`config.mk`:
```
export PLATFORM = sky130hd
export DESIGN_NAME = uart_block_bridge
export DESIGN_NICKNAME = d
export VERILOG_FILES = /design/src/rtl/uart_bridge_pkg.sv /design/src/rtl/uart_block_bridge_serializer.sv /design/src/rtl/uart_block_bridge.sv
export SDC_FILE = /design/constraint.sdc
export NUM_CORES = 1
export LEC_CHECK = 0
export CORE_MARGIN = 3
export CORE_UTILIZATION = 50
export CTS_BUF_LIST = sky130_fd_sc_hd__clkbuf_4 sky130_fd_sc_hd__clkbuf_8 sky130_fd_sc_hd__clkbuf_16
export CTS_CLUSTER_SIZE = 20
export DETAILED_ROUTE_END_ITERATION = 12
export PLACE_DENSITY = 0.81
export SKIP_CTS_REPAIR_TIMING = 1
export SLEW_MARGIN = 25
export SYNTH_ARGS = -nofsm -noshare
export SYNTH_HDL_FRONTEND = slang
export SYNTH_SLANG_ARGS = --single-unit
```
`constraint.sdc`:
```
create_clock -name clock -period 10.5 [get_ports clock]
set_clock_uncertainty 0.05 [all_clocks]
set_input_delay 1.575 -clock clock [delete_from_list [all_inputs] [get_ports clock]]
set_output_delay 1.575 -clock clock [all_outputs]
set_load 0.005 [all_outputs]
```
`src/rtl/uart_bridge_pkg.sv`:
```
// Shared types, default sizing and width helper for the UART <-> block bridge.
package uart_bridge_pkg;

    localparam int DEF_BLOCK_BYTES = 16;
    localparam int DEF_GAP_CYCLES  = 100000;

    typedef enum logic {COLLECT, HAND} rx_state_t;
    typedef enum logic [1:0] {IDLE, ARMED, SEND, GAP} tx_state_t;

    // Bits needed to hold 0..max_val; never less than one bit so disabled counters still elaborate.
    function automatic int width_of(input int max_val);
        return (max_val < 1) ? 1 : $clog2(max_val + 1);
    endfunction

endpackage

```
`src/rtl/uart_block_bridge_serializer.sv`:
```
// block_serializer: latches a result block and emits it MSB byte first, with an
// optional inter-byte gap and auto/manual start.
module block_serializer
    import uart_bridge_pkg::*;
#(
    parameter int BLOCK_BYTES = DEF_BLOCK_BYTES,
    parameter int GAP_CYCLES  = DEF_GAP_CYCLES,
    parameter int AUTO_TX     = 0
)(
    input  logic                       clock,
    input  logic                       reset,
    input  logic [8*BLOCK_BYTES-1:0]   blk_in_data,
    input  logic                       blk_in_valid,
    output logic                       blk_in_ready,
    input  logic                       tx_start,
    output logic                       tx_dv,
    output logic [7:0]                 tx_byte,
    input  logic                       tx_done,
    output logic                       tx_busy
);

    localparam int BW = 8 * BLOCK_BYTES;
    localparam int CW = width_of(BLOCK_BYTES);
    localparam int GW = width_of(GAP_CYCLES);
    localparam logic [CW-1:0] IDX_LAST = CW'(BLOCK_BYTES - 1);
    localparam logic [GW-1:0] GAP_LAST = GW'((GAP_CYCLES > 0) ? GAP_CYCLES - 1 : 0);
    localparam logic [GW-1:0] GAP_MAX  = GW'(GAP_CYCLES);

    tx_state_t       r_state;
    tx_state_t       w_next;
    logic [BW-1:0]   r_latch;
    logic [7:0]      r_byte;
    logic [CW-1:0]   r_idx;
    logic [GW-1:0]   r_gap;
    logic            r_dv;
    logic            w_enter_send;

    always_ff @(posedge clock or posedge reset) begin
        if (reset) r_state <= IDLE;
        else       r_state <= w_next;
    end

    // Auto mode still passes through ARMED for one cycle, giving the
    // two-cycle valid-to-tx_dv latency; tx_start only matters in ARMED.
    always_comb begin
        w_next = r_state;
        case (r_state)
            IDLE:  if (blk_in_valid) w_next = ARMED;
            ARMED: if ((AUTO_TX != 0) || tx_start) w_next = SEND;
            SEND: begin
                if (tx_done) begin
                    if (r_idx == IDX_LAST)    w_next = IDLE;
                    else if (GAP_CYCLES == 0) w_next = SEND;
                    else                      w_next = GAP;
                end
            end
            GAP:   if (r_gap == GAP_LAST) w_next = SEND;
            default: w_next = IDLE;
        endcase
    end

    always_comb begin
        blk_in_ready = (r_state == IDLE);
        tx_busy      = (r_state != IDLE);
    end

    // Any transition into SEND (including SEND->SEND when the gap is zero) launches a byte.
    assign w_enter_send = (w_next == SEND) && ((r_state != SEND) || tx_done);

    always_ff @(posedge clock or posedge reset) begin
        if (reset) begin
            r_latch <= '0;
            r_byte  <= '0;
            r_idx   <= '0;
            r_gap   <= '0;
            r_dv    <= 1'b0;
        end else begin
            r_dv <= w_enter_send;
            if ((r_state == IDLE) && blk_in_valid) begin
                r_latch <= blk_in_data;
                r_idx   <= '0;
            end
            if (w_enter_send) begin
                r_byte  <= r_latch[BW-1:BW-8];
                r_latch <= {r_latch[BW-9:0], 8'h00};
                if (r_state != ARMED) r_idx <= r_idx + CW'(1);
            end
            if (r_state == SEND)                           r_gap <= '0;
            else if ((r_state == GAP) && (r_gap != GAP_MAX)) r_gap <= r_gap + GW'(1);
        end
    end

    assign tx_dv   = r_dv;
    assign tx_byte = r_byte;

endmodule

```
`src/rtl/uart_block_bridge.sv`:
```
// Byte-stream to block bridge: assembles received bytes into blocks for the core
// and hands core results to block_serializer for transmission.
module uart_block_bridge
    import uart_bridge_pkg::*;
#(
    parameter int BLOCK_BYTES    = DEF_BLOCK_BYTES,
    parameter int GAP_CYCLES     = DEF_GAP_CYCLES,
    parameter int TIMEOUT_CYCLES = 0,
    parameter int AUTO_TX        = 0
)(
    input  logic                                 clock,
    input  logic                                 reset,
    input  logic                                 rx_valid,
    input  logic [7:0]                           rx_byte,
    output logic [8*BLOCK_BYTES-1:0]             blk_out_data,
    output logic                                 blk_out_valid,
    input  logic                                 blk_out_ready,
    input  logic [8*BLOCK_BYTES-1:0]             blk_in_data,
    input  logic                                 blk_in_valid,
    output logic                                 blk_in_ready,
    input  logic                                 tx_start,
    output logic                                 tx_dv,
    output logic [7:0]                           tx_byte,
    input  logic                                 tx_done,
    output logic [width_of(BLOCK_BYTES)-1:0]     rx_count,
    output logic                                 rx_overrun,
    output logic                                 rx_timeout,
    output logic                                 tx_busy
);

    localparam int BW = 8 * BLOCK_BYTES;
    localparam int CW = width_of(BLOCK_BYTES);
    localparam int TW = width_of(TIMEOUT_CYCLES);
    localparam logic [CW-1:0] CNT_LAST = CW'(BLOCK_BYTES - 1);
    localparam logic [TW-1:0] SIL_LAST = TW'((TIMEOUT_CYCLES > 0) ? TIMEOUT_CYCLES - 1 : 0);
    localparam logic [TW-1:0] SIL_MAX  = TW'(TIMEOUT_CYCLES);

    rx_state_t       r_rx_state;
    rx_state_t       w_rx_next;
    logic [BW-1:0]   r_shift;
    logic [CW-1:0]   r_count;
    logic [TW-1:0]   r_sil;
    logic            r_overrun;
    logic            r_timeout;
    logic            w_expire;

    always_ff @(posedge clock or posedge reset) begin
        if (reset) r_rx_state <= COLLECT;
        else       r_rx_state <= w_rx_next;
    end

    always_comb begin
        w_rx_next = r_rx_state;
        case (r_rx_state)
            COLLECT: if (rx_valid && (r_count == CNT_LAST)) w_rx_next = HAND;
            HAND:    if (blk_out_ready) w_rx_next = COLLECT;
            default: w_rx_next = COLLECT;
        endcase
    end

    always_comb begin
        blk_out_valid = (r_rx_state == HAND);
    end

    // Expiry lands on the TIMEOUT_CYCLES-th edge after the last byte; a byte in that cycle wins.
    assign w_expire = (TIMEOUT_CYCLES > 0) && (r_rx_state == COLLECT) &&
                      (r_count != '0) && (r_sil == SIL_LAST);

    always_ff @(posedge clock or posedge reset) begin
        if (reset)                          r_sil <= '0;
        else if (rx_valid || (r_count == '0)) r_sil <= '0;
        else if (r_sil != SIL_MAX)          r_sil <= r_sil + TW'(1);
    end

    always_ff @(posedge clock or posedge reset) begin
        if (reset) begin
            r_shift   <= '0;
            r_count   <= '0;
            r_overrun <= 1'b0;
            r_timeout <= 1'b0;
        end else begin
            r_overrun <= 1'b0;
            r_timeout <= 1'b0;
            if (r_rx_state == COLLECT) begin
                if (rx_valid) begin
                    r_shift <= {r_shift[BW-9:0], rx_byte};
                    r_count <= r_count + CW'(1);
                end else if (w_expire) begin
                    r_shift   <= '0;
                    r_count   <= '0;
                    r_timeout <= 1'b1;
                end
            end else if (blk_out_ready) begin
                // A byte arriving with the accepting ready starts the next block.
                if (rx_valid) r_shift <= {{(BW-8){1'b0}}, rx_byte};
                r_count <= rx_valid ? CW'(1) : '0;
            end else if (rx_valid) begin
                r_overrun <= 1'b1;
            end
        end
    end

    assign blk_out_data = r_shift;
    assign rx_count     = r_count;
    assign rx_overrun   = r_overrun;
    assign rx_timeout   = r_timeout;

    block_serializer #(
        .BLOCK_BYTES (BLOCK_BYTES),
        .GAP_CYCLES  (GAP_CYCLES),
        .AUTO_TX     (AUTO_TX)
    ) u_ser (
        .clock        (clock),
        .reset        (reset),
        .blk_in_data  (blk_in_data),
        .blk_in_valid (blk_in_valid),
        .blk_in_ready (blk_in_ready),
        .tx_start     (tx_start),
        .tx_dv        (tx_dv),
        .tx_byte      (tx_byte),
        .tx_done      (tx_done),
        .tx_busy      (tx_busy)
    );

endmodule

```
## Yosys cells after proc, flatten, opt, wreduce, memory -nomap -nowiden

Cells that the tools add are included.
W data, S select, Z words.

| word-level totals | value |
|---|---|
| bits in registers | 296 |
| output and inout port bits | 147 |

| cells by class | value |
|---|---|
| add/sub/neg operators | 3 |
| equal/unequal tests | 12 |
| muxes and demuxes | 27 |
| bitwise gates (word level) | 1 |
| reductions and logical operators | 12 |

Operators by type and width:

| kind | count |
|---|---|
| $mux W128 | 6 |
| $mux W17 | 2 |
| $mux W5 | 6 |
| $add A17 B1 Y17 const B | 1 |
| $eq A17 B17 Y1 const B | 1 |
| $ne A17 B17 Y1 const B | 1 |
| $add A5 B1 Y5 const B | 2 |
| $eq A5 B4 Y1 const B | 2 |
| $mux W2 | 5 |
| $pmux W2 S4 | 1 |
| $reduce_bool A2 Y1 | 4 |
| $eq A2 B2 Y1 const B | 3 |
| $mux W1 | 6 |
| $ne A2 B2 Y1 const B | 3 |
| $logic_and A1 B1 Y1 | 4 |
| $reduce_and A3 Y1 | 1 |
| $eq A2 B1 Y1 const B | 1 |
| $logic_not A2 Y1 | 1 |
| $ne A2 B1 Y1 const B | 1 |
| $pmux W1 S2 | 1 |
| $reduce_and A2 Y1 | 1 |
| $logic_or A1 B1 Y1 | 1 |
| $not A1 Y1 | 1 |

## Logic depth before layout (Yosys ltp)

Gate-level depths: netlist of the first run.

| logic depth | value |
|---|---|
| depth after elaboration | 7 |
| mapped depth | 8 |
| mapped depth without buffers | 6 |

## Modules after synthesis

Synthesis of the first run repeated with hierarchy kept, for this count alone.

| second synthesis, totals | value |
|---|---|
| cells, all modules | 1,092 |
| area total of the unflattened synthesis | 13,558.0 um^2 |

By module, submodules not included:

| module | times used | cells an instance | area each (um^2) |
|---|---|---|---|
| block_serializer | 1 | 774 | 8,710.9 |
| uart_block_bridge | 1 | 318 | 4,847.1 |

## Worst setup path before layout of the first run

OpenSTA, ideal clock, no wires.

| timing | value |
|---|---|
| path kind | input -> register |
| start point | input port tx_start |
| end point | register u_ser.r_latch[55] |
| library setup time | 0.066 ns |
| arrival | 2.723 ns |
| path slack | 7.661 ns |
| stages | 5 |
| cell sequence | and3_1 > a311oi_1 > buf_2 > buf_1 > a221o_1 |

| between the ends | value |
|---|---|
| word-level cells in the longest chain between the ends | 5 |
| elaborated cells on any way between the ends | 6 |
| classes of those cells | 1 x eq/ne; 3 x mux; 2 x reduce/logical |

Ends and longest elaborated chain:

| element | line | text |
|---|---|---|
| from (decl) | uart_block_bridge.sv:21 | `input logic tx_start,` |
| $mux W2 * | uart_block_bridge_serializer.sv:49 | `ARMED: if ((AUTO_TX != 0) \|\| tx_start) w_next = SEND;` |
| $pmux W2 S4 * | uart_block_bridge_serializer.sv:47 | `case (r_state)` |
| $eq A2 B2 Y1 * | uart_block_bridge_serializer.sv:68 | `assign w_enter_send = (w_next == SEND) && ((r_state != SEND) \|\| tx_done);` |
| $logic_and A1 B1 Y1 * | uart_block_bridge_serializer.sv:68 |  |
| $mux W128 or $reduce_bool A2 Y1 (tied branches) | - |  |
| to (signal assigned) | uart_block_bridge_serializer.sv:80 | `r_latch <= blk_in_data;` |
| to (signal assigned) | uart_block_bridge_serializer.sv:85 | `r_latch <= {r_latch[BW-9:0], 8'h00};` |
| to (decl) | uart_block_bridge_serializer.sv:31 | `logic [BW-1:0] r_latch;` |

Every way passes the cells marked *; elsewhere a longest branch is shown, timed or not.
A chain may end at the register's enable or synchronous reset.

## Worst setup path after layout of the first run

| timing | value |
|---|---|
| start point | register u_ser.r_state[1] |
| end point | output port blk_in_ready |

| between the ends | value |
|---|---|
| word-level cells in the longest chain between the ends | 1 |

Ends and longest elaborated chain:

| element | line | text |
|---|---|---|
| from (decl) | uart_block_bridge_serializer.sv:29 | `tx_state_t r_state;` |
| from (signal assigned) | uart_block_bridge_serializer.sv:40 | `else r_state <= w_next;` |
| $logic_not A2 Y1 | uart_block_bridge_serializer.sv:63 | `blk_in_ready = (r_state == IDLE);` |
| to (decl) | uart_block_bridge.sv:20 | `output logic blk_in_ready,` |

No other way between the ends.

==> summary.txt, run 1 <==
Status: finished clean
Worst R2R End: u_ser.r_latch[68]
Final Setup Violations: 0
CTS tree: yes
# IOs: 290
Number of global-route vias before repair: 9166
FF-to-FF path depth: 7
Detailed placement HPWL: 20.5 mm
Fillers: 1695
Initial antenna violation count: 1
Placed Cells: 1445
Vias: 9319
Fin Setup TNS: 0 ns
Synth area leaders: dfrtp_1, a221o_1, a22o_1, and3_1, clkbuf_1
Synth Net Count: 1068
Clock buffer depth: 3
Post-synth top cells: dfrtp_1, and3_1, a22o_1, a221o_1, clkbuf_1
WP buf/inv: 3
Metal2 WL: 15.2 mm
Reg area: 0.00741 mm^2
Syn Area/Cell: 13.1 um^2
Highest routed layer: met4
Site row count: 56
Post-synth EDFFs: 0
Pre-CTS setup slack: 6.17 ns
Non-filler cells in the finished layout: 1507
Hold WC Path Type: flip-flop to flip-flop
CP arrival: 2.19 ns
Drt drc: 0
Fin crit share: 36.3%
Max-Cap Viols: 0
Worst setup SP type: flip-flop
Routed wire length on met3: 2.26 mm
Slew @ Worst Pin: 0.933 ns
Max-slew violation count: 0
Synth unique cells: 45
Pre-Repair DR Iteration Count: 5
Reg clk slew, reported paths: 0.06 ns
Fmax: 262 MHz
Ys flop type: dfrtp_1
Clock latency on the worst-skew pair: 0.50 ns
Drt wl/cell: 21.5 um
Seq cells post-synth: 296
Worst path max stage delay: 0.55 ns
Most frequent cell after synthesis: dfrtp_1
Total die area: 0.0260 mm^2
Static Leak: 0.00770 uW
Worst Path Max Fanout: 16
Max IR drop VDD: 0.000165 V
Post-layout min period: 3.82 ns
Critical path origin: u_ser.r_state[1]
Worst setup margin: 6.68 ns
First-pass GRT wire length: 51.6 mm
Fraction of layout cells with a size suffix above 1: 8.09%
WL final: 32.5 mm
Area leader, netlist: dfrtp_1
Core ar.: 0.0235 mm^2
CP Depth: 4
Final Hold Fails: 0
Critical path class: flip-flop to output port
Cell Chain, Critical Path: inv_1, nand2_1, inv_2, clkdlybuf4s50_1
Slew margin rel.: 37.8%
GRT Overall Usage: 24.5%
Req. time, crit path: 8.88 ns
Multi-input gate area: 0.00419 mm^2
Max H-tree Level: 2
First DRT Iteration DRCs: 827
Ys Warns: 0
CTS Buf Count: 34
Synth top area share: 61.6%
Final #Nets: 1311
Congestion Overflow GR: 0
Critical path endpoint category: output port
IO buf count: 288
Synth Cell Area: 0.0120 mm^2
R2R Setup Slk: 7.05 ns
DR vias/cell: 6.18
Antenna Violating Nets Remaining: 0
CP max stage cell: dfrtp_1
Die Y: 161 um
Clock sinks: 296
PwrDens: 238 mW/mm^2
Register area share after synthesis: 61.6%
WL met1: 14.0 mm
Area delta synth->final: 35.6%
Reg2reg start: u_ser.r_state[1]
CTS root buf: clkbuf_16
Top delay family on crit path: buffers and inverters
Total Power: 3880 uW
Post-synth ARST share: 100%
RSZ-0062 raised after global routing: no
Die Width: 161 um
Tightest hold margin: 0.442 ns
CP endpoint: blk_in_ready
GPL Wtd Cong: 0.839
Initial Util: 51.1%
Syn Inst Count: 919
Largest net degree at the start of global routing: 155
==> sequential cells by signal, indices dropped and copies added (netlist names) <==
name           flops
blk_out_data     128
rx_overrun         1
u_ser.r_latch    128
u_ser.tx_dv        1
u_ser.tx_byte      8
u_ser.r_gap       17
u_ser.r_state      2
u_ser.r_idx        5
blk_out_valid      1
rx_count           5
==> stage by stage <==
step	instance area (um^2)	util (%)
2_1_floorplan	12000	-
3_3_place_gp	15000	63.7
3_5_place_dp	15000	63.7
4_1_cts	16300	69.2
5_1_grt	16300	69.3
6_report	16300	69.3
==> placed cells by master (no fill, tap or decap), types with 6 or more instances in the layout <==
master / instances
dfrtp_1: 296
clkdlybuf4s50_1: 287
and3_1: 128
a22o_1: 121
a221o_1: 120
clkbuf_16: 37
nand2_1: 18
mux2_2: 18
nor2_1: 13
inv_1: 11
nand3_1: 11
a21oi_1: 9
o21ai_0: 8
mux2i_1: 8
a32o_1: 8
bufinv_16: 7
clkbuf_8: 7
ha_1: 6
==> kinds of logic (layout without fill, tap and decap cells) <==
kind of cell,after synthesis,count (layout),share of synthesized area [%]
DFF,296,296,61.6
muxes,26,26,2.35
AOI/OAI and AO/OA,281,281,21.2
adders and majority gates,6,6,0.624
buffers and inverters,101,369,3.92
and+or+nand+nor,202,202,9.92
other,1,2,0.0312
xor gates and xnor gates,6,6,0.437
==> worst min path at each step <==
stage          slack [ns]             from               to  cells past startpoint
6_report             0.44  u_ser.r_gap[16]  u_ser.r_gap[16]                      1
4_1_cts              0.44  u_ser.r_gap[16]  u_ser.r_gap[16]                      1
2_1_floorplan        0.40  u_ser.r_gap[16]  u_ser.r_gap[16]                      1
3_3_place_gp         0.42  u_ser.r_gap[16]  u_ser.r_gap[16]                      1
3_5_place_dp         0.43  u_ser.r_gap[16]  u_ser.r_gap[16]                      1
5_1_grt              0.48  u_ser.r_gap[16]  u_ser.r_gap[16]                      1
==> final cells by class <==
cell class	instances	area share (%)
repair buffers	295	18.1
well taps	319	2.45
multi-input cells	522	25.7
inverters	13	0.376
clock buffers	49	6.50
diodes	1	0.0153
flip-flops and latches	296	45.4
clock inverters	12	1.47
==> power by group <==
part / switching, uW / total [uW] / internal, uW
Clock: 461 / 1340 / 874
Combinational: 242 / 757 / 515
Sequential: 298 / 1790 / 1490
Total: 1000 / 3880 / 2880
==> layer usage <==
| metal | vias up | global-route usage [%] |
|---|---|---|
| met2 | 398 | 37.4 |
| met4 | 0 | 8.64 |
| met1 | 4752 | 35.2 |
| met3 | 66 | 4.90 |
| li1 | 4103 | - |
| met5 | - | 0 |
(Power assumes the default switching activity.)
==> run 2: changes to the inputs <==
CORE_UTILIZATION = 45   (was 50)
PLACE_DENSITY = 0.77   (was 0.81)
clock period = 3.3 ns   (was 10.5 ns; I/O delays follow)
==> run 2 against run 1 <==
Compared with the run above: first-iteration DRC count rose by 16%; worst setup slack got worse by 6.3 ns; register-to-register slack got worse by 6.4 ns; combinational power rose to 3.2 times the previous value; critical endpoint unchanged; routed wire length fell by 0.18%; critical path depth rose by 1; global-route usage fell by 2.9 points; core utilization fell by 6.3 points; flip-flop and latch count did not move; clock power rose to 3.1 times the previous value; total power rose to 3.1 times the previous value; final cell count rose by 2.1%.
==> summary.txt, run 2 (synthesized netlist as in run 1, its figures left out) <==
Status: finished clean (unchanged)
Most frequent cells in the layout: dfrtp_1, clkdlybuf4s50_1, and3_1 (unchanged)
Detailed placement HPWL: 21.4 mm (was 20.5 mm)
Total die area: 0.0287 mm^2 (was 0.0260 mm^2)
Pre-Repair DR Iteration Count: 5 (unchanged)
Die Width: 170 um (was 161 um)
CTS tree: yes (unchanged)
Drt wl/cell: 21.1 um (was 21.5 um)
Drt drc: 0 (unchanged)
Worst setup margin: 0.368 ns (was 6.68 ns)
Final #Nets: 1324 (was 1311)
Max-Cap Viols: 0 (unchanged)
FF-to-FF path depth: 6 (was 7)
PwrDens: 743 mW/mm^2 (was 238 mW/mm^2)
Hold WC Path Type: input port to async pin (was flip-flop to flip-flop)
DR vias/cell: 6.01 (was 6.18)
RSZ-0062 raised after global routing: no (unchanged)
Clock buffer depth: 3 (unchanged)
First-pass GRT wire length: 50.2 mm (was 51.6 mm)
Total Power: 12200 uW (was 3880 uW)
CTS Buf Count: 34 (unchanged)
Final Setup Violations: 0 (unchanged)
Fraction of layout cells with a size suffix above 1: 9.08% (was 8.09%)
Most common cell after layout, fill and taps aside: dfrtp_1 (unchanged)
Max H-tree Level: 2 (unchanged)
Pre-CTS setup slack: 0.662 ns (was 6.17 ns)
Area after DPL: 0.0152 mm^2 (was 0.0150 mm^2)
WL final: 32.4 mm (was 32.5 mm)
Slew @ Worst Pin: 0.764 ns (was 0.933 ns)
Reg clk slew, reported paths: 0.06 ns (about the same)
Critical path class: flip-flop to output port (unchanged)
Fin crit share: 88.9%
GRT Overall Usage: 21.6% (was 24.5%)
Max IR drop VDD: 0.000409 V (was 0.000165 V)
Largest net degree at the start of global routing: 121 (was 155)
Switching power: 3180 uW (was 1000 uW)
Clock network power share: 33.9% (was 34.4%)
Worst setup SP type: flip-flop (unchanged)
Seq pwr share: 46.5% (was 46.1%)
Initial Util: 46.0% (was 51.1%)
Critical path endpoint category: output port (unchanged)
GPL Wtd Cong: 0.858 (was 0.839)
Req. time, crit path: 2.75 ns (was 8.88 ns)
Worst Path Max Fanout: 62 (was 16)
Initial antenna violation count: 4 (was 1)
Clock latency on the worst-skew pair: 0.50 ns (about the same)
Core ar.: 0.0261 mm^2 (was 0.0235 mm^2)
# IOs: 290 (unchanged)
CTS root buf: clkbuf_16 (unchanged)
Die Y: 170 um (was 161 um)
Fmax: 341 MHz
Site row count: 59 (was 56)
Internal: 9060 uW (was 2880 uW)
Area delta synth->final: 36.8% (was 35.6%)
Fin area: 0.0165 mm^2 (was 0.0163 mm^2)
Final Hold Fails: 0 (unchanged)
Max-slew violation count: 0 (unchanged)
Switching Fraction: 26.0% (was 25.8%)
Congestion Overflow GR: 0 (unchanged)
Clock sinks: 296 (unchanged)
Antenna Violating Nets Remaining: 0 (unchanged)
Tightest hold margin: 0.410 ns (was 0.442 ns)
Fin Setup TNS: 0 ns (unchanged)
IO buf count: 288 (unchanged)
Comb power frac: 19.6% (was 19.5%)
Static Leak: 0.00776 uW (was 0.00770 uW)
First DRT Iteration DRCs: 960 (was 827)
CP arrival: 2.39 ns (was 2.19 ns)
Vias: 9257 (was 9319)
Post-layout min period: 2.93 ns
Slew margin rel.: 49.1% (was 37.8%)
Number of global-route vias before repair: 8915 (was 9166)
## run 2: cell types whose count changed in the layout (fill, tap and decap cells not counted)
cell,delta
buf_4,+10
buf_12,+6
clkbuf_8,-6
buf_6,-3
diode_2,+3
clkinv_2,+2
clkinvlp_4,+2
inv_6,+2
clkbuf_4,-1
clkinv_4,+1
## run 2: worst max-delay path, stage by stage (launching register included)
cell and delay, ns:
dfrtp_1 0.37, inv_1 0.20, nand2_1 0.15, inv_2 0.09
buf_4 0.45, clkdlybuf4s50_1 0.60
## run 2: through the flow
stage	instances	utilization [%]
floorplan	919	-
global placement	1474	58.1
detailed placement	1474	58.1
CTS	1535	62.9
global route	1539	63.0
finish	1539	63.0
## run 2: layout make-up
type / count / area [um^2]
Timing Repair Buffer: 308 / 3120
Inverter: 13 / 52.6
Clock inverter: 19 / 300
Clock buffer: 42 / 970
Sequential cell: 296 / 7410
Tap cell: 335 / 419
Fill cell: 1974 / 9670
Antenna cell: 4 / 10.0
Multi-Input combinational cell: 522 / 4190
## run 2: final timing paths
| path | startpoint | endpoint | slack [ns] |
|---|---|---|---|
| max in group asynchronous | reset | u_ser.r_latch[66] | 1.95 |
| min | reset | u_ser.r_latch[7] | 0.41 |
| max reg2reg | u_ser.r_gap[13] | u_ser.r_latch[100] | 0.63 |
| min reg2reg | u_ser.r_gap[16] | u_ser.r_gap[16] | 0.44 |
| max | u_ser.r_state[0] | blk_in_ready | 0.37 |
| min in group clock | u_ser.r_gap[16] | u_ser.r_gap[16] | 0.44 |
## run 2: layer usage
metal | global-route usage [%] | part of all wire [%] | up-vias | wire, um
met1 | 32.2 | 45 | 4681 | 14500
met2 | 31.9 | 46 | 374 | 14900
met5 | 0 | 0 | - | 0
met4 | 8.57 | 3.3 | 0 | 1090
li1 | - | - | 4137 | -
met3 | 3.33 | 5.7 | 65 | 1850
## run 2: power groups by stage
stage                     Clock, uW  Sequential, uW  Combinational [uW]
after CTS                      4230            5650                2430
after floorplan                   0            5400                1280
after global placement            0            5660                2330
after detailed placement          0            5680                2430
final                          4150            5680                2400
after global routing           4370            5810                2600
==> run 3: changes to the inputs <==
SLEW_MARGIN = 20   (was 25)
==> results of run 3 <==
Same layout as run 2: the final DEF is identical, and so are final timing and power.
